==> src/rtl/vga_pkg.sv <==
// rtl/vga_pkg.sv - shared VGA timing constants, pixel type and helpers
package vga_pkg;

  // Default 640x480@60 timing, in pixel clocks / lines
  localparam int H_ACTIVE_DEF = 640;
  localparam int H_FP_DEF     = 16;
  localparam int H_SYNC_DEF   = 96;
  localparam int H_BP_DEF     = 48;
  localparam int V_ACTIVE_DEF = 480;
  localparam int V_FP_DEF     = 10;
  localparam int V_SYNC_DEF   = 2;
  localparam int V_BP_DEF     = 33;

  localparam int H_TOTAL      = H_ACTIVE_DEF + H_FP_DEF + H_SYNC_DEF + H_BP_DEF;
  localparam int V_TOTAL      = V_ACTIVE_DEF + V_FP_DEF + V_SYNC_DEF + V_BP_DEF;
  localparam int H_SYNC_START = H_ACTIVE_DEF + H_FP_DEF;
  localparam int H_SYNC_END   = H_SYNC_START + H_SYNC_DEF - 1;
  localparam int V_SYNC_START = V_ACTIVE_DEF + V_FP_DEF;
  localparam int V_SYNC_END   = V_SYNC_START + V_SYNC_DEF - 1;

  // Frame-buffer geometry
  localparam int IMG_W_DEF      = 160;
  localparam int SCALE_LOG2_DEF = 2;
  localparam int ADDR_W         = 16;

  // Counter width: enough for 0..V_TOTAL-1 and 0..H_TOTAL-1
  localparam int CNT_W = 10;

  typedef struct packed {
    logic [3:0] r;
    logic [3:0] g;
    logic [3:0] b;
  } rgb444_t;

  // Inclusive range test on a counter value
  function automatic logic in_range(input logic [CNT_W-1:0] x, input int lo, input int hi);
    return (int'(x) >= lo) && (int'(x) <= hi);
  endfunction

endpackage

==> src/rtl/vga_timing_gen.sv <==
// rtl/vga_timing_gen.sv - raster counters, raw sync and active-region flag
module vga_timing_gen
  import vga_pkg::*;
#(
  parameter int H_ACTIVE = H_ACTIVE_DEF,
  parameter int H_FP     = H_FP_DEF,
  parameter int H_SYNC   = H_SYNC_DEF,
  parameter int H_BP     = H_BP_DEF,
  parameter int V_ACTIVE = V_ACTIVE_DEF,
  parameter int V_FP     = V_FP_DEF,
  parameter int V_SYNC   = V_SYNC_DEF,
  parameter int V_BP     = V_BP_DEF
) (
  input  logic             clk,
  input  logic             rst_n,
  input  logic             enable,
  output logic [CNT_W-1:0] h_cnt,
  output logic [CNT_W-1:0] v_cnt,
  output logic             active,
  output logic             hsync,
  output logic             vsync
);

  localparam int H_TOT = H_ACTIVE + H_FP + H_SYNC + H_BP;
  localparam int V_TOT = V_ACTIVE + V_FP + V_SYNC + V_BP;
  localparam int H_SS  = H_ACTIVE + H_FP;
  localparam int H_SE  = H_SS + H_SYNC - 1;
  localparam int V_SS  = V_ACTIVE + V_FP;
  localparam int V_SE  = V_SS + V_SYNC - 1;

  logic             run;
  logic [CNT_W-1:0] h_ctr;
  logic [CNT_W-1:0] v_ctr;

  // Raster counters: parked at (0,0) while disabled; the first enabled edge
  // only arms run so that (0,0) is presented for a full clock.
  always_ff @(posedge clk or negedge rst_n) begin
    if (!rst_n) begin
      run   <= 1'b0;
      h_ctr <= '0;
      v_ctr <= '0;
    end else if (!enable) begin
      run   <= 1'b0;
      h_ctr <= '0;
      v_ctr <= '0;
    end else begin
      run <= 1'b1;
      if (run) begin
        if (h_ctr == CNT_W'(H_TOT - 1)) begin
          h_ctr <= '0;
          if (v_ctr == CNT_W'(V_TOT - 1)) begin
            v_ctr <= '0;
          end else begin
            v_ctr <= v_ctr + 1'b1;
          end
        end else begin
          h_ctr <= h_ctr + 1'b1;
        end
      end
    end
  end

  // Registered raster state with its decoded sync and active flags
  always_ff @(posedge clk or negedge rst_n) begin
    if (!rst_n) begin
      h_cnt  <= '0;
      v_cnt  <= '0;
      active <= 1'b0;
      hsync  <= 1'b1;
      vsync  <= 1'b1;
    end else if (!enable || !run) begin
      h_cnt  <= '0;
      v_cnt  <= '0;
      active <= 1'b0;
      hsync  <= 1'b1;
      vsync  <= 1'b1;
    end else begin
      h_cnt  <= h_ctr;
      v_cnt  <= v_ctr;
      active <= (int'(h_ctr) < H_ACTIVE) && (int'(v_ctr) < V_ACTIVE);
      hsync  <= !in_range(h_ctr, H_SS, H_SE);
      vsync  <= !in_range(v_ctr, V_SS, V_SE);
    end
  end

endmodule

==> src/rtl/vga_controller.sv <==
// rtl/vga_controller.sv - 640x480 VGA output streaming a 4x upscaled frame buffer
module vga_controller
  import vga_pkg::*;
#(
  parameter int H_ACTIVE   = H_ACTIVE_DEF,
  parameter int H_FP       = H_FP_DEF,
  parameter int H_SYNC     = H_SYNC_DEF,
  parameter int H_BP       = H_BP_DEF,
  parameter int V_ACTIVE   = V_ACTIVE_DEF,
  parameter int V_FP       = V_FP_DEF,
  parameter int V_SYNC     = V_SYNC_DEF,
  parameter int V_BP       = V_BP_DEF,
  parameter int IMG_W      = IMG_W_DEF,
  parameter int SCALE_LOG2 = SCALE_LOG2_DEF
) (
  input  logic              CLK_25_I,
  input  logic              RST_N_I,
  input  logic              ENABLE_I,
  input  logic [11:0]       VIDEO_PXL_I,
  output logic [3:0]        RED_O,
  output logic [3:0]        GREEN_O,
  output logic [3:0]        BLUE_O,
  output logic              HSYNC_O,
  output logic              VSYNC_O,
  output logic              VIDEO_EN_O,
  output logic [ADDR_W-1:0] ADDRESS_O
);

  localparam int V_TOT = V_ACTIVE + V_FP + V_SYNC + V_BP;
  localparam int H_TOT = H_ACTIVE + H_FP + H_SYNC + H_BP;

  logic [CNT_W-1:0]  h_cnt;
  logic [CNT_W-1:0]  v_cnt;
  logic              active;
  logic              hsync_raw;
  logic              vsync_raw;
  logic [ADDR_W-1:0] row_base;
  logic [ADDR_W-1:0] addr_next;
  logic              hsync_d1;
  logic              vsync_d1;
  rgb444_t           pxl;
  rgb444_t           rgb_q;

  vga_timing_gen #(
    .H_ACTIVE (H_ACTIVE),
    .H_FP     (H_FP),
    .H_SYNC   (H_SYNC),
    .H_BP     (H_BP),
    .V_ACTIVE (V_ACTIVE),
    .V_FP     (V_FP),
    .V_SYNC   (V_SYNC),
    .V_BP     (V_BP)
  ) u_timing (
    .clk    (CLK_25_I),
    .rst_n  (RST_N_I),
    .enable (ENABLE_I),
    .h_cnt  (h_cnt),
    .v_cnt  (v_cnt),
    .active (active),
    .hsync  (hsync_raw),
    .vsync  (vsync_raw)
  );

  assign pxl       = VIDEO_PXL_I;
  assign addr_next = row_base + ADDR_W'(h_cnt >> SCALE_LOG2);

  // Row base tracks (v_cnt >> SCALE_LOG2) * IMG_W: step by one image row each
  // time a group of scaled lines completes, restart at the top of the frame.
  always_ff @(posedge CLK_25_I or negedge RST_N_I) begin
    if (!RST_N_I) begin
      row_base <= '0;
    end else if (!ENABLE_I) begin
      row_base <= '0;
    end else if (h_cnt == CNT_W'(H_TOT - 1)) begin
      if (v_cnt == CNT_W'(V_TOT - 1)) begin
        row_base <= '0;
      end else if (&v_cnt[SCALE_LOG2-1:0]) begin
        row_base <= row_base + ADDR_W'(IMG_W);
      end
    end
  end

  // Stage 1: frame-buffer address and active flag, syncs delayed to match
  always_ff @(posedge CLK_25_I or negedge RST_N_I) begin
    if (!RST_N_I) begin
      ADDRESS_O  <= '0;
      VIDEO_EN_O <= 1'b0;
      hsync_d1   <= 1'b1;
      vsync_d1   <= 1'b1;
    end else if (!ENABLE_I) begin
      ADDRESS_O  <= '0;
      VIDEO_EN_O <= 1'b0;
      hsync_d1   <= 1'b1;
      vsync_d1   <= 1'b1;
    end else begin
      ADDRESS_O  <= active ? addr_next : '0;
      VIDEO_EN_O <= active;
      hsync_d1   <= hsync_raw;
      vsync_d1   <= vsync_raw;
    end
  end

  // Stage 2: capture the BRAM word for the previous address, blank otherwise
  always_ff @(posedge CLK_25_I or negedge RST_N_I) begin
    if (!RST_N_I) begin
      rgb_q   <= '0;
      HSYNC_O <= 1'b1;
      VSYNC_O <= 1'b1;
    end else if (!ENABLE_I) begin
      rgb_q   <= '0;
      HSYNC_O <= 1'b1;
      VSYNC_O <= 1'b1;
    end else begin
      rgb_q   <= VIDEO_EN_O ? pxl : '0;
      HSYNC_O <= hsync_d1;
      VSYNC_O <= vsync_d1;
    end
  end

  assign RED_O   = rgb_q.r;
  assign GREEN_O = rgb_q.g;
  assign BLUE_O  = rgb_q.b;

endmodule

==> config.mk <==
export PLATFORM = sky130hd
export DESIGN_NAME = vga_controller
export DESIGN_NICKNAME = d
export VERILOG_FILES = /design/src/rtl/vga_pkg.sv /design/src/rtl/vga_timing_gen.sv /design/src/rtl/vga_controller.sv
export SDC_FILE = /design/constraint.sdc
export NUM_CORES = 1
export LEC_CHECK = 0
export ABC_AREA = 1
export CAP_MARGIN = 20
export CORE_ASPECT_RATIO = 1.75
export CORE_MARGIN = 2
export CORE_UTILIZATION = 35
export CTS_BUF_LIST = sky130_fd_sc_hd__clkbuf_8 sky130_fd_sc_hd__clkbuf_16
export CTS_CLUSTER_SIZE = 30
export DETAILED_ROUTE_END_ITERATION = 10
export HOLD_SLACK_MARGIN = 0.06
export SETUP_SLACK_MARGIN = 0.15
export SLEW_MARGIN = 40
export SYNTH_ARGS = -nofsm -noshare
export SYNTH_HDL_FRONTEND = slang
export SYNTH_SLANG_ARGS = --single-unit
==> constraint.sdc <==
create_clock -name CLK_25_I -period 2.2 [get_ports CLK_25_I]
set_input_delay 0.44 -clock CLK_25_I [delete_from_list [all_inputs] [get_ports CLK_25_I]]
set_output_delay 0.44 -clock CLK_25_I [all_outputs]
set_load 0.02 [all_outputs]
==> metrics.md, run 1 <==
| Metric | Value |
|---|---|
| Fmax | around 530 MHz |
| Buffers & Inverters on Critical Path | 1 |
| Post-Syn Area | around 4000 um^2 |
| Hold crit path type | reg2reg |
| Cts bufs inserted | 9 |
| Place WS | approximately 150 ps |
| Skew-Pair Late Insertion Delay | 350 ps |
| CTS Buffer Depth | 2 |
| # fillers | between 1k and 1.5k |
| Initial DRT Pass Iterations | 4 |
| Power Dens Cells | 735 nW/um^2 |
| CP max stage delay | between 500 and 600 ps |
| Synthesized area per cell | around 8.5 um^2 |
| Die area | about 12000 um^2 |
| Drt total wl | approximately 8.9 mm |
| Initial Util | a little over a third |
| Largest net degree at the start of global routing | 35 |
| Tot GR Track Use | between 10% and 20% |
| GP Congestion | around 0.85 |
| IO buf count | 45 |
| Hpwl dp | around 7 mm |
| CTS root buf | clkbuf_16 |
| Crit. End Element | output pin |
| Diodes inserted | 0 |
| Final Hold Vio Count | 0 |
| Starting DRT DRC Count | between 100 and 150 |
| Final WS setup | between 300 and 400 ps |
| First-pass GRT wire length | roughly 15 mm |
| TritonCTS clock tree | built |
| Leak Pwr | 2.40 nW |
| Die X | about 85 um |
| DRC | 0 |
| CP required | 1760 ps |
| Relative slew slack | between 60 and 70% |
| Ys Warns | 0 |
| Vias/cell | between 4 and 5 |
| Max stage delay cell, worst path | clkdlybuf4s50_1 |
| Vias in the first global route | roughly 3.3k |
| CTS Sinks | 88 |
| Final nets | ~560 |
| Min Hold Slack | between 500 and 600 ps |
| Post-CTS sizing | 0 |
| Cell Chain, Critical Path | clkdlybuf4s50_1 |
| Fin util | between 40 and 50% |
| Max-capacitance violation count | 0 |
| GRT Residual Overflow | 0 |
| Drt wl/cell | about 13 um |
| I/O pin total | between 40 and 50 |
| CP top delay family | buffers and inverters |
| Dpl cell area | approximately 4700 um^2 |
| RSZ-0062 raised after global routing | false |
| #FFs+latches synth | 88 |
| Fin area | a little over 5000 um^2 |
| M1 wire length | 3.27 mm |
| DR vias | 3238 |
| Die Ht | roughly 150 um |
| Tightest Pin Transition | 504 ps |
| Post-CTS setup buffer count | 0 |
| Mapped Cells | approximately 480 |
| Final setup viols | 0 |
| H-tree depth | 3 |
| Status | complete, no violations |
| Met3 Wirelength | 377 um |
| Fraction of layout cells with a size suffix above 1 | 9.41% |
| CTS clk-pin slew, worst paths | roughly 60 ps |
| Final Max Tran Viols | 0 |
| Crit-path max FO | 1 |
| Setup CP Type | reg2out |
| Top routing layer in use | met4 |
| Initial antenna violation count | 0 |
| Setup Skew | 4.90 ps |
| Final period utilization | between 80% and 90% |
| Maximum VDD drop | 0.457 mV |
| Seq/Total Area, Yosys | 54.7% |
| Crit path time final | 1890 ps |
| Critical Path AT | 1450 ps |
| # rows | 51 |
| Placeable core area | 11200 um^2 |
| Met2 WL | a little under 5 mm |
| Antenna Violating Nets Remaining | 0 |
| Post-CTS Hold Buffers | 1 |
| Mapped Nets | 501 |
| Setup TNS | 0 ps |
| Distinct cells, synth | 29 |
| Area Growth Syn to Fin | 25.6% |
| CP Launch Type | register |
-- cells in the mapped netlist --
master | count | share of area, %
a21oi_1 | 11 | 1.4
a31oi_1 | 2 | 0.31
and2_1 | 1 | 0.16
and3_1 | 1 | 0.16
buf_2 | 2 | 0.25
buf_6 | 3 | 0.84
clkbuf_1 | 3 | 0.28
dfrtp_1 | 82 | 51
dfstp_2 | 6 | 3.9
ha_1 | 9 | 2.8
inv_1 | 78 | 7.3
inv_4 | 1 | 0.16
nand2_1 | 94 | 8.7
nand2_2 | 2 | 0.31
nand2_4 | 1 | 0.28
nand3_1 | 30 | 3.7
nand3_2 | 3 | 0.74
nand4_1 | 12 | 1.9
nor2_1 | 77 | 7.2
nor2_2 | 1 | 0.16
nor2_4 | 1 | 0.28
nor3_1 | 18 | 2.2
nor3_4 | 1 | 0.40
o2111ai_1 | 2 | 0.43
o21ai_0 | 18 | 2.2
o21ai_1 | 5 | 0.62
o21ai_2 | 4 | 0.87
or2_2 | 4 | 0.62
xor2_1 | 5 | 1.1
-- power breakdown --
group	total [mW]	leakage (nW)	switching, mW	internal (mW)
Combinational	0.193	1.02	0.123	0.0705
Sequential	1.67	1.20	0.0209	1.64
Clock	1.87	0.180	0.618	1.25
-- worst paths after layout --
kind | from | end | slack [ps] | cells after the start
min in group asynchronous | RST_N_I | RED_O[2] | 580 | 2
worst max-delay path | VSYNC_O | VSYNC_O | 310 | 1
worst max register to register | row_base[6] | ADDRESS_O[14] | 470 | 10
worst min-delay path | u_timing.h_cnt[2] | ADDRESS_O[0] | 510 | 2
worst min register to register | u_timing.h_cnt[2] | ADDRESS_O[0] | 510 | 2
max in group asynchronous | RST_N_I | u_timing.vsync | 960 | 3
-- metrics by stage --
step | instances | total power [mW]
finish | 674 | 3.73
global route | 674 | 3.86
CTS | 674 | 3.78
detailed placement | 657 | 1.89
global placement | 657 | 1.89
floorplan | 477 | 1.78
-- cell usage in the layout (no fill, tap or decap), drive strengths merged --
cell / n
a21oi: 11
a31oi: 2
and2: 1
and3: 1
buf: 12
bufinv: 4
clkbuf: 10
clkdlybuf4s50: 44
clkinvlp: 1
dfrtp: 82
dfstp: 6
dlygate4sd3: 1
ha: 9
inv: 80
nand2: 97
nand3: 33
nand4: 12
nor2: 79
nor3: 19
o2111ai: 2
o21ai: 27
or2: 4
xor2: 5
-- sequential cells by signal (all words and copies together), names as in the netlist, 4 cells and up --
name and flops:
ADDRESS_O 16, BLUE_O 4, GREEN_O 4, RED_O 4, row_base 11, u_timing.h_cnt 10, u_timing.h_ctr 10, u_timing.v_cnt 10
u_timing.v_ctr 10
-- routing by layer --
metal | track usage, % | up-vias
met2 | 29.0 | 74
met3 | 3.05 | 23
met4 | 8.57 | 0
li1 | - | 1614
met1 | 15.9 | 1527
met5 | 0 | -
-- worst min-delay path, stage by stage (launching register included) --
cell	delay, ps
dfrtp_1	390
inv_1	60
nor2_1	40
-- cells by family after synthesis --
group | after synthesis | synth area share (%)
AND/OR/NAND/NOR | 246 | 26.8
XOR/XNOR | 5 | 1.08
adder cells (fa/ha/maj) | 9 | 2.79
buffers and inverters | 87 | 8.77
AO/OA/AOI/OAI | 42 | 5.83
flip-flops | 88 | 54.7
-- area by class of cell --
cell class | instances | area [um^2] | share of cell area [%]
clock buffer | 10 | 239 | 4.71
clock inverter | 6 | 131 | 2.59
inverter | 79 | 299 | 5.90
multi-input combinational | 302 | 1470 | 29.1
sequential | 88 | 2210 | 43.6
tap | 132 | 165 | 3.26
timing repair buffer | 57 | 553 | 10.9
Note: power is estimated with default switching activity, not from simulation.
==> run 2, diff against run 1 <==
--- a/config.mk
+++ b/config.mk
@@ -7,14 +7,15 @@
 export LEC_CHECK = 0
 export ABC_AREA = 1
 export CAP_MARGIN = 20
-export CORE_ASPECT_RATIO = 1.75
+export CORE_ASPECT_RATIO = 2
 export CORE_MARGIN = 2
-export CORE_UTILIZATION = 35
+export CORE_UTILIZATION = 55
 export CTS_BUF_LIST = sky130_fd_sc_hd__clkbuf_8 sky130_fd_sc_hd__clkbuf_16
 export CTS_CLUSTER_SIZE = 30
 export DETAILED_ROUTE_END_ITERATION = 10
 export HOLD_SLACK_MARGIN = 0.06
-export SETUP_SLACK_MARGIN = 0.15
+export PLACE_DENSITY = 0.78
+export SETUP_SLACK_MARGIN = 0.3
 export SLEW_MARGIN = 40
 export SYNTH_ARGS = -nofsm -noshare
 export SYNTH_HDL_FRONTEND = slang
==> run 2 against run 1 <==
Against the previous run:
- critical path depth is the same
- core utilization grew 24 points
- clock skew grew 2.1 ps
- flip-flop and latch count is the same
- global-route usage grew 8.6 points
- routed wire length shrank 0.30%
- critical path type unchanged
- combinational power is essentially flat
- largest power group is now sequential cells
- hold slack gained 1.4 ps
==> metrics.md, run 2 (same netlist as run 1, synthesis figures left out) <==
| Metric | Value |
|---|---|
| CP Launch Type | register |
| Max-capacitance violation count | 0 (unchanged) |
| Register-to-register setup slack | 450 ps (-20 ps) |
| Placeable core area | 7210 um^2 (-35%) |
| Power Dens Cells | 669 nW/um^2 (-9.0%) |
| Vias/cell | 5.20 (+8.2%) |
| Final Max Tran Viols | 0 (unchanged) |
| Largest register FFs | 16 (unchanged) |
| CTS root buf | clkbuf_16 |
| TritonCTS clock tree | built |
| Total Power | 3.33 mW (-11%) |
| Final period utilization | 80.5% (-5.4 points) |
| Skew-Pair Late Insertion Delay | 350 ps (about the same) |
| Initial antenna violation count | 0 (unchanged) |
| Buffers & Inverters on Critical Path | 1 (unchanged) |
| Hold crit path type | reg2reg |
| Initial Util | 56.0% (+20 points) |
| Largest net degree at the start of global routing | 32 (-8.6%) |
| CTS Buffer Depth | 2 (unchanged) |
| Antenna Violating Nets Remaining | 0 (unchanged) |
| I/O pin total | 46 (unchanged) |
| Place WS | 311 ps (+160 ps) |
| # fillers | 547 (-49%) |
| Status | complete, no violations |
| Largest regs | ADDRESS_O (16), row_base (11) |
| # rows | 44 (-14%) |
| Fraction of layout cells with a size suffix above 1 | 10.6% (+1.2 points) |
| Diodes inserted | 0 (unchanged) |
| Final Hold Vio Count | 0 (unchanged) |
| CTS clk-pin slew, worst paths | 70 ps (about the same) |
| Setup TNS | 0 ps (unchanged) |
| Final WS setup | 429 ps (+119 ps) |
| Fmax | 565 MHz (+6.7%) |
| CP top delay family | buffers and inverters |
| GP Congestion | 0.936 (+10%) |
| Crit. End Element | output pin |
| Vias in the first global route | 3405 (+2.8%) |
| Final nets | 565 (+0.71%) |
| Final setup viols | 0 (unchanged) |
| Die X | 64.6 um (-24%) |
| Top reg by flops | ADDRESS_O |
| Dpl cell area | 4660 um^2 (-0.59%) |
| RSZ-0062 raised after global routing | true |
| Area Growth Syn to Fin | 23.4% |
| Setup Skew | 6.97 ps (+2.07 ps) |
| IO buf count | 45 (unchanged) |
| Cts bufs inserted | 9 (unchanged) |
| Leak Pwr | 2.37 nW (-1.4%) |
| Starting DRT DRC Count | 264 (+77%) |
| Tot GR Track Use | 24.2% (+8.6 points) |
| H-tree depth | 3 (unchanged) |
| Cell Chain, Critical Path | clkdlybuf4s50_1 |
| Critical Path AT | 1330 ps (-120 ps) |
| Crit-path max FO | 2 (+1) |
| Drt total wl | 8.87 mm (-0.30%) |
| Die Ht | 125 um (-14%) |
| Hpwl dp | 6.61 mm (-3.2%) |
| Relative slew slack | 67.0% (+0.87 points) |
| First-pass GRT wire length | 14.8 mm (-3.3%) |
| CP max stage delay | 630 ps (+40 ps) |
| Setup CP Type | reg2out |
| DRC | 0 (unchanged) |
| DR vias | 3315 (+2.4%) |
| Tightest Pin Transition | 491 ps (-13.0 ps) |
| CP required | 1760 ps (about the same) |
| Fin area | 4980 um^2 (-1.8%) |
| Most frequent cells in the layout | 94 x nand2_1, 81 x dfrtp_1, 78 x inv_1 |
| GRT Residual Overflow | 0 (unchanged) |
| Drt wl/cell | 13.9 um (+5.3%) |
| Commonest non-fill, non-tap cell in the layout | nand2_1 |
| Fin util | 69.1% (+24 points) |
| Die area | 8080 um^2 (-35%) |
| Maximum VDD drop | 0.618 mV (+35%) |
| Initial DRT Pass Iterations | 6 (+2) |
| CTS Sinks | 88 (unchanged) |
| Max stage delay cell, worst path | clkdlybuf4s50_1 |
| Crit path time final | 1770 ps (-119 ps) |
run 2: changes by cell type in the layout (fill, tap and decap cells not counted), sizes merged:
cell,previous run,this run
buf,12,16
clkbuf,10,9
dlymetal6s2s,0,1
bufinv,4,0
clkinvlp,1,2
dlygate4sd2,0,1
inv,80,84
clkdlybuf4s50,44,42
run 2: worst paths after layout:
kind	depth (start not counted)	end	from
max in group asynchronous	3	vsync_d1	RST_N_I
setup / recovery	1	VIDEO_EN_O	VIDEO_EN_O
min in group asynchronous	2	GREEN_O[1]	RST_N_I
hold / removal	2	ADDRESS_O[4]	u_timing.h_cnt[6]
hold reg to reg	2	ADDRESS_O[4]	u_timing.h_cnt[6]
setup reg to reg	10	ADDRESS_O[14]	u_timing.h_cnt[8]
run 2: layer usage:
metal | global-route usage [%] | wire, um | vias to the layer above | share of wire, %
met2 | 45.2 | 5100 | 108 | 57
li1 | - | - | 1620 | -
met5 | 0 | 0 | - | 0
met3 | 4.86 | 325 | 38 | 3.7
met1 | 23.0 | 2970 | 1549 | 34
met4 | 15.5 | 473 | 0 | 5.3
run 2: layout make-up:
cell class / instances / area (um^2) / area share [%]
Sequential cell: 88 / 2210 / 44.4
Multi-Input combinational cell: 302 / 1490 / 29.8
Timing Repair Buffer: 61 / 584 / 11.7
Inverter: 79 / 299 / 6.00
Clock buffer: 9 / 225 / 4.52
Tap cell: 92 / 115 / 2.31
Clock inverter: 7 / 61.3 / 1.23
run 2: where the power goes:
group / internal (mW) / switching (mW)
clock network: 0.789 / 0.683
registers: 1.64 / 0.0221
logic: 0.0741 / 0.122
total: 2.51 / 0.827
run 2: repair_timing:
action	4_1_cts	5_1_grt
hold buffers	1	0
endpoints found under the hold margin	20	0
pin swaps	0	1
resized for setup	1	3
setup buffers	0	1
cloned	0	0
endpoints found under the setup margin	1	4
run 2: per-stage QoR:
step / hold slack [ps] / cells
floorplan: 144 / 477
global placement: 349 / 620
detailed placement: 351 / 620
CTS: 520 / 637
global route: 543 / 638
finish: 515 / 638
==> run 3, diff against run 2 <==
==> constraint.sdc (replaced) <==
create_clock -name CLK_25_I -period 1.8 [get_ports CLK_25_I]
set_input_delay 0.36 -clock CLK_25_I [delete_from_list [all_inputs] [get_ports CLK_25_I]]
set_output_delay 0.36 -clock CLK_25_I [all_outputs]
set_load 0.02 [all_outputs]
==> run 3 against run 2 <==
Against the previous run:
- sequential power grew 22%
- final cell count grew 3.6%
- hold slack lost 8.3 ps
- die area is the same
- flip-flop and latch count is the same
- largest power group unchanged
==> metrics.md, run 3 (same netlist as run 1, synthesis figures left out) <==
| Metric | Value |
|---|---|
| Fin area | 5310 um^2 (+6.6%) |
| Largest regs | ADDRESS_O (16), row_base (11) |
| Placeable core area | 7210 um^2 (unchanged) |
| Initial DRT Pass Iterations | 5 (-1) |
| Most frequent cells in the layout | 82 x nand2_1, 80 x dfrtp_1, 71 x inv_1 |
| Relative slew slack | 70.1% (+3.1 points) |
| Cts bufs inserted | 9 (unchanged) |
| First-pass GRT wire length | 15.7 mm (+5.7%) |
| Largest net degree at the start of global routing | 33 (+3.1%) |
| Tot GR Track Use | 25.2% (+0.94 points) |
| Hold crit path type | in2async |
| Final Hold Vio Count | 0 (unchanged) |
| Status | complete, no violations |
| Setup CP Type | reg2reg |
| Crit path time final | between 1500 and 2000 ps |
| Drt wl/cell | 14.6 um (+5.1%) |
| Final setup viols | 0 (unchanged) |
| Final nets | 589 (+4.2%) |
| Crit. End Element | register |
| Fraction of layout cells with a size suffix above 1 | 22.1% (+12 points) |
| Placed cells | 622 (+0.32%) |
| Skew-Pair Late Insertion Delay | 340 ps (about the same) |
| Initial antenna violation count | 0 (unchanged) |
| # rows | 44 (unchanged) |
| GP Congestion | 0.966 (+3.1%) |
| Critical Path AT | 1820 ps (+490 ps) |
| H-tree depth | 3 (unchanged) |
| Die Ht | 125 um (unchanged) |
| Final instance count without filler cells | 661 (+3.6%) |
| Commonest non-fill, non-tap cell in the layout | nand2_1 |
| Maximum VDD drop | 0.551 mV (-11%) |
| CTS clk-pin slew, worst paths | 60 ps (about the same) |
| Area Growth Syn to Fin | 31.5% |
| Vias/cell | 5.34 (+2.8%) |
| Die X | 64.6 um (unchanged) |
| Die area | 8080 um^2 (unchanged) |
| Max-capacitance violation count | 0 (unchanged) |
| Leak Pwr | 2.68 nW (+13%) |
| Final Max Tran Viols | 0 (unchanged) |
| Drt total wl | 9.65 mm (+8.9%) |
| RSZ-0062 raised after global routing | true |
| Setup Skew | 3.10 ps (-3.87 ps) |
| Hpwl dp | 6.36 mm (-3.7%) |
| Dpl cell area | 4690 um^2 (+0.59%) |
| Crit-path max FO | 7 (+5) |
| Initial Util | 56.0% (unchanged) |
| DRC | 0 (unchanged) |
| Top reg by flops | ADDRESS_O |
| Vias in the first global route | 3593 (+5.5%) |
| DR vias | 3531 (+6.5%) |
| CTS root buf | clkbuf_16 |
| Final period utilization | about nine tenths |
| CTS Buffer Depth | 2 (unchanged) |
| CP Launch Type | register |
| Setup TNS | 0 ps (unchanged) |
| Tightest Pin Transition | 445 ps (-46.5 ps) |
| Largest register FFs | 16 (unchanged) |
| IO buf count | 45 (unchanged) |
| GRT Residual Overflow | 0 (unchanged) |
| Fmax | ~630 MHz |
| Starting DRT DRC Count | 284 (+7.6%) |
| Power Dens Cells | 792 nW/um^2 (+18%) |
| Diodes inserted | 0 (unchanged) |
| CTS Sinks | 88 (unchanged) |
| TritonCTS clock tree | built |
| CP required | 2030 ps (+270 ps) |
| Antenna Violating Nets Remaining | 0 (unchanged) |
| I/O pin total | 46 (unchanged) |
## run 3: changes by cell type in the layout (fill, tap and decap cells not counted), moves of 12 or more
cell / change
buf_4: +21
clkdlybuf4s50_1: -29
dlygate4sd2_1: +28
nand2_1: -12
## run 3: power breakdown
group / switching [mW] / internal, mW / leakage [nW] / total (mW)
Clock: 0.727 / 1.18 / 0.154 / 1.90
Sequential: 0.0247 / 2.01 / 1.20 / 2.04
Combinational: 0.166 / 0.102 / 1.33 / 0.268
## run 3: per-stage QoR
step | power, mW | worst slack, ps | hold WS [ps] | util [%]
6_report | 4.21 | 213 | 507 | 73.6
5_1_grt | 4.35 | 103 | 540 | 73.6
4_1_cts | 4.21 | 252 | 504 | 70.9
3_5_place_dp | 2.31 | 34.9 | 321 | 65.0
3_3_place_gp | 2.31 | 73.3 | 320 | 65.0
2_1_floorplan | 2.18 | 307 | 64.4 | -
## run 3: path summary, 6_finish.rpt
kind / start / slack, ps / cells past startpoint / end
setup reg to reg: row_base[6] / 210 / 10 / ADDRESS_O[13]
hold / removal: RST_N_I / 510 / 2 / GREEN_O[2]
min in group CLK_25_I: u_timing.v_ctr[8] / 520 / 2 / u_timing.v_ctr[8]
setup / recovery: row_base[6] / 210 / 10 / ADDRESS_O[13]
hold reg to reg: u_timing.v_ctr[8] / 520 / 2 / u_timing.v_ctr[8]
max in group asynchronous: RST_N_I / 720 / 3 / u_timing.vsync
## run 3: area by class of cell
type / instances / area [um^2]
clock buffer: 12 / 267
clock inverter: 3 / 40.0
fill: 514 / 1900
inverter: 79 / 307
multi-input combinational: 302 / 1630
sequential: 88 / 2210
tap: 92 / 115
timing repair buffer: 85 / 743
## run 3: worst max-delay path, cell delays in order (launching register included)
cell and delay (ps):
dfrtp_1 420, ha_4 300, nand2_2 40, nand2_2 80, nand2_2 80, nand2_4 80
nand2_4 60, nor2_4 190, nand2_1 100, nand2_1 90, a21oi_2 30
## run 3: what timing repair did
| item | CTS | global route |
|---|---|---|
| hold buffers | 1 | 0 |
| pin swaps | 8 | 15 |
| endpoints found under the hold margin | 26 | 0 |
| setup endpoints to repair | 48 | 40 |
| resized for setup | 50 | 44 |
| buffers inserted | 11 | 12 |
## run 3: routing by layer
layer	track usage (%)	vias to the layer above	share of wire [%]
li1	-	1672	-
met1	24.4	1682	34
met2	46.1	136	56
met3	5.22	41	4.3
met4	16.4	0	5.4
met5	0	-	0
